$ cat src/rtl/pc_sequencer.sv
// rtl/pc_sequencer.sv - LEGv8 fetch/execute sequencer owning the PC.
// Every output is a register or a copy of one, so no input reaches an output combinationally.
module pc_sequencer #(
   parameter int MAX_WAIT = 15
) (
   input  logic        CLK,
   input  logic        resetl,
   input  logic [63:0] startPC,
   input  logic        run,
   output logic        imem_req,
   output logic [63:0] imem_addr,
   input  logic        imem_ack,
   input  logic [31:0] imem_instr,
   output logic [31:0] instr,
   output logic        instr_valid,
   input  logic        exec_done,
   input  logic        Branch,
   input  logic        ALUZero,
   input  logic        Uncondbranch,
   input  logic [63:0] SignExtImm64,
   output logic [63:0] PC,
   output logic [31:0] retired,
   output logic        fault
);

   typedef enum logic [1:0] {
      S_IDLE  = 2'd0,
      S_FETCH = 2'd1,
      S_EXEC  = 2'd2,
      S_FAULT = 2'd3
   } state_t;

   // Value of the wait counter on the last unacknowledged FETCH cycle allowed.
   localparam logic [7:0] LP_LAST_WAIT = 8'(MAX_WAIT - 1);

   state_t      r_state;
   state_t      w_state_nxt;
   logic [63:0] r_pc;
   logic [63:0] w_pc_nxt;
   logic [31:0] r_instr;
   logic [31:0] w_instr_nxt;
   logic [31:0] r_retired;
   logic [31:0] w_retired_nxt;
   logic [7:0]  r_wait_cnt;
   logic [7:0]  w_wait_nxt;
   logic        r_req;
   logic        w_req_nxt;
   logic        r_valid;
   logic        w_valid_nxt;
   logic        r_fault;
   logic        w_fault_nxt;
   logic        w_take;

   always_ff @(posedge CLK) begin
      if (!resetl) begin
         r_state    <= S_IDLE;
         r_pc       <= startPC;
         r_instr    <= '0;
         r_retired  <= '0;
         r_wait_cnt <= '0;
         r_req      <= 1'b0;
         r_valid    <= 1'b0;
         r_fault    <= 1'b0;
      end else begin
         r_state    <= w_state_nxt;
         r_pc       <= w_pc_nxt;
         r_instr    <= w_instr_nxt;
         r_retired  <= w_retired_nxt;
         r_wait_cnt <= w_wait_nxt;
         r_req      <= w_req_nxt;
         r_valid    <= w_valid_nxt;
         r_fault    <= w_fault_nxt;
      end
   end

   always_comb begin
      w_state_nxt = r_state;
      case (r_state)
         S_IDLE: begin
            if (run) begin
               w_state_nxt = (r_pc[1:0] == 2'b00) ? S_FETCH : S_FAULT;
            end
         end
         S_FETCH: begin
            // An ack on the final permitted cycle still wins over the timeout.
            if (imem_ack) begin
               w_state_nxt = S_EXEC;
            end else if (r_wait_cnt == LP_LAST_WAIT) begin
               w_state_nxt = S_FAULT;
            end
         end
         S_EXEC: begin
            if (exec_done) begin
               w_state_nxt = run ? S_FETCH : S_IDLE;
            end
         end
         S_FAULT: w_state_nxt = S_FAULT;
         default: w_state_nxt = S_FAULT;
      endcase
   end

   always_comb begin
      w_take        = Uncondbranch | (Branch & ALUZero);
      w_pc_nxt      = r_pc;
      w_instr_nxt   = r_instr;
      w_retired_nxt = r_retired;
      w_wait_nxt    = '0;
      case (r_state)
         S_FETCH: begin
            if (imem_ack) begin
               w_instr_nxt = imem_instr;
            end else begin
               w_wait_nxt = r_wait_cnt + 8'd1;
            end
         end
         S_EXEC: begin
            if (exec_done) begin
               w_pc_nxt      = w_take ? (r_pc + (SignExtImm64 << 2)) : (r_pc + 64'd4);
               w_retired_nxt = r_retired + 32'd1;
            end
         end
         default: ;
      endcase
      w_req_nxt   = (w_state_nxt == S_FETCH);
      w_valid_nxt = (r_state == S_FETCH) && (w_state_nxt == S_EXEC);
      w_fault_nxt = (w_state_nxt == S_FAULT);
   end

   assign imem_req    = r_req;
   assign imem_addr   = r_pc;
   assign PC          = r_pc;
   assign instr       = r_instr;
   assign instr_valid = r_valid;
   assign retired     = r_retired;
   assign fault       = r_fault;

endmodule

$ cat config.mk
export PLATFORM = sky130hd
export DESIGN_NAME = pc_sequencer
export DESIGN_NICKNAME = d
export VERILOG_FILES = /design/src/rtl/pc_sequencer.sv
export SDC_FILE = /design/constraint.sdc
export NUM_CORES = 1
export LEC_CHECK = 0
export ABC_AREA = 1
export CORE_MARGIN = 3
export CORE_UTILIZATION = 29
export CTS_BUF_LIST = sky130_fd_sc_hd__clkbuf_8
export CTS_CLUSTER_SIZE = 30
export DETAILED_ROUTE_END_ITERATION = 16
export GPL_TIMING_DRIVEN = 0
export RECOVER_POWER = 50
export SLEW_MARGIN = 20
export SYNTH_ARGS = -nofsm -noshare
export SYNTH_HDL_FRONTEND = slang
export SYNTH_SLANG_ARGS = --single-unit
$ cat constraint.sdc
create_clock -name CLK -period 2.8 [get_ports CLK]
set_input_delay 0.42 -clock CLK [delete_from_list [all_inputs] [get_ports CLK]]
set_output_delay 0.42 -clock CLK [all_outputs]
set_load 0.02 [all_outputs]
==> impl_metrics.ini <==
[layout]
final_util = 0.447
final_nets = 2717
syn_to_final_growth_pct = 51.3
drive_gt1_frac = 0.167
stdcell_area_sq_um = 18800

[placed_design]
io_buffers = 358
placed_area_sq_um = 16700
place_congestion = 0.938
dp_hpwl_um = 41000

[routing]
drtIter0Drc = 880
wl_um = 50100
antenna_left = 0
first_pass_iters = 6
drt-vias-per-instance = 4.64
wire_per_inst_um = 16.5
route.detailed.drc = 0
num_vias = 14100

[clock_tree]
clock_path_buffers = 2
h-tree-depth = 4
clk_pin_slew_worst_paths_ps = 100
cts_tree = built
clock-root-buffer = clkbuf_8
cts_buffers = 17
insertion_delay_ps = 520
cts.sinks = 141
hold_buffers = 0

[critical_path]
worstSetupPathType = input pin to flip-flop
crit_required_ps = 3080
worstPathMaxFanout = 10
r2r_start = PC[2]$_DFFE_PP_
critPathLaunch = Branch
setup.worst_path.start_class = input pin
cp-end-kind = flip-flop
crit_arrival_ps = 2780

[timing]
slew_viol_final = 0
tightest_slew_ps = 879
rsz0062_at_grt = no
fin_worst_skew_ps = 11.2
hold_slack_ps = 348
final.period_utilization = 0.894
period_minus_slack_ps = 2500
fmax_ghz = 0.399
final_hold_viol_count = 0
finalSetupViolCount = 0
slew-limit-headroom = 0.414

[power_and_ir_drop]
ir_drop_mv = 0.411
totalPowerFinal_mw = 9.08
p_per_area_nw_per_um2 = 483
leakagePower_nw = 8.93

[die]
core_sq_um = 42100
start_util = 0.295
ios = 363
rows = 75
die_x_um = 213
die_area_sq_um = 45400
die_height_um = 213

[synth]
yosys-top-cells-area = nand2_1, edfxtp_1, dfxtp_1
yosysTopAreaCellShare = 0.220
yosysWarningCount = 0
synth_common_cells = nand2_1, inv_1, nor2_1, nand3_1, a21oi_1
synthFlopType = dfxtp_1
ys_seq_elements = 141
seq_area_frac_synth = 0.278
synth_area_per_cell_sq_um = 5.97
synth_top_cell_by_area = nand2_1
synth_edf_count = 64
synth_cell_types = 40
synth.most_common_cell = nand2_1
synthArstFlopShare = 0
syn_inst = 2083
synth_area_sq_um = 12400
synthesis.nets = 2316

[grt]
antenna_found_initial = 10
overflow = 0
grt_pass1_wl_um = 75200
grt_start_max_net_pins = 35
grt_usage = 0.215
grt_pass1_vias = 13800

[worst_hold_path]
min_from = imem_ack
hold_class = input pin to flip-flop

[job]
max_cap_viol_count = 0

[status]
outcome = complete, no violations
[final timing paths]
check / depth (start not counted) / slack [ps] / endpoint
max: 18 / 300 / PC[60]$_DFFE_PP_
max reg2reg: 13 / 340 / PC[32]$_DFFE_PP_
min reg2reg: 2 / 460 / instr[2]$_SDFFE_PN0P_
min: 3 / 350 / instr[31]$_SDFFE_PN0P_
[metal layers]
| metal | up-vias | routed length [um] | GRT usage |
|---|---|---|---|
| met4 | 18 | 1560 | 0.0684 |
| met2 | 433 | 23400 | 0.363 |
| li1 | 7163 | - | - |
| met3 | 98 | 3690 | 0.0601 |
| met1 | 6399 | 21300 | 0.267 |
| met5 | - | 136 | 0 |
[registers in the layout (all words and copies together) (netlist names)]
name and flops:
imem_req 1, PC 64, retired 32, instr 32, fault 1, instr_valid 1, r_wait_cnt 8, r_state 2
[critical path, cell delays in order]
cell	delay [ps]
dlymetal6s2s_1	120
nand2_1	70
inv_2	50
nor2_4	150
buf_6	140
clkbuf_4	200
nor2_1	70
ha_2	310
nand2_2	130
inv_1	50
nand2_1	60
nand3_1	150
a21oi_2	260
nand2_1	120
a21oi_4	190
nand3_1	90
nand3_1	110
nand2_1	70
[placed cells by master, fill, tap and decap left out, types with 64 or more instances in the layout]
cell and instances:
nor2_1 152, inv_1 382, clkdlybuf4s50_1 254, a21oi_1 79, buf_4 85, nand2_1 636, dfxtp_1 77, dlygate4sd3_1 101
nand2_2 76, nand3_1 101, edfxtp_1 64
[cell type report]
cell class              count  area, sq um
clock inverters            15          194
well taps                 539          674
fillers                  4399        23300
clock buffers              17          234
inverters                 397         1490
flip-flops and latches    141         3460
multi-input cells        1442         8280
plain buffers             102          664
repair buffers            383         3810
diodes                      3         7.51
[power breakdown]
part | total, mW | switching [mW] | internal (mW)
sequential | 2.59 | 0.199 | 2.39
combinational | 4.60 | 2.66 | 1.94
clock | 1.89 | 1.05 | 0.842
[timing repair]
item,4_1_cts,5_1_grt
setup buffers,10,14
gates cloned,0,0
resized for setup,109,289
setup endpoints to repair,58,46
pin swaps,8,74
[cell families (layout without fill, tap and decap cells)]
| logic type | after synthesis | in the layout | synth area share |
|---|---|---|---|
| AND/OR/NAND/NOR | 1173 | 1173 | 0.389 |
| XOR/XNOR | 39 | 39 | 0.0275 |
| buffers and inverters | 500 | 914 | 0.170 |
| AO/OA/AOI/OAI | 165 | 165 | 0.0691 |
| flip-flops | 141 | 141 | 0.278 |
| other | 0 | 3 | 0 |
| adder cells (fa/ha/maj) | 65 | 65 | 0.0660 |
[metrics by stage]
step / setup TNS [ps] / std cells / setup WS, ps
after floorplan: 0 / 2083 / 52.7
after global placement: -203760 / 2980 / -1980
after detailed placement: -72370 / 2981 / -1600
after CTS: -60.9 / 3022 / -39.0
after global routing: 0 / 3036 / 160
final: 0 / 3039 / 296
(Power assumes the default switching activity.)
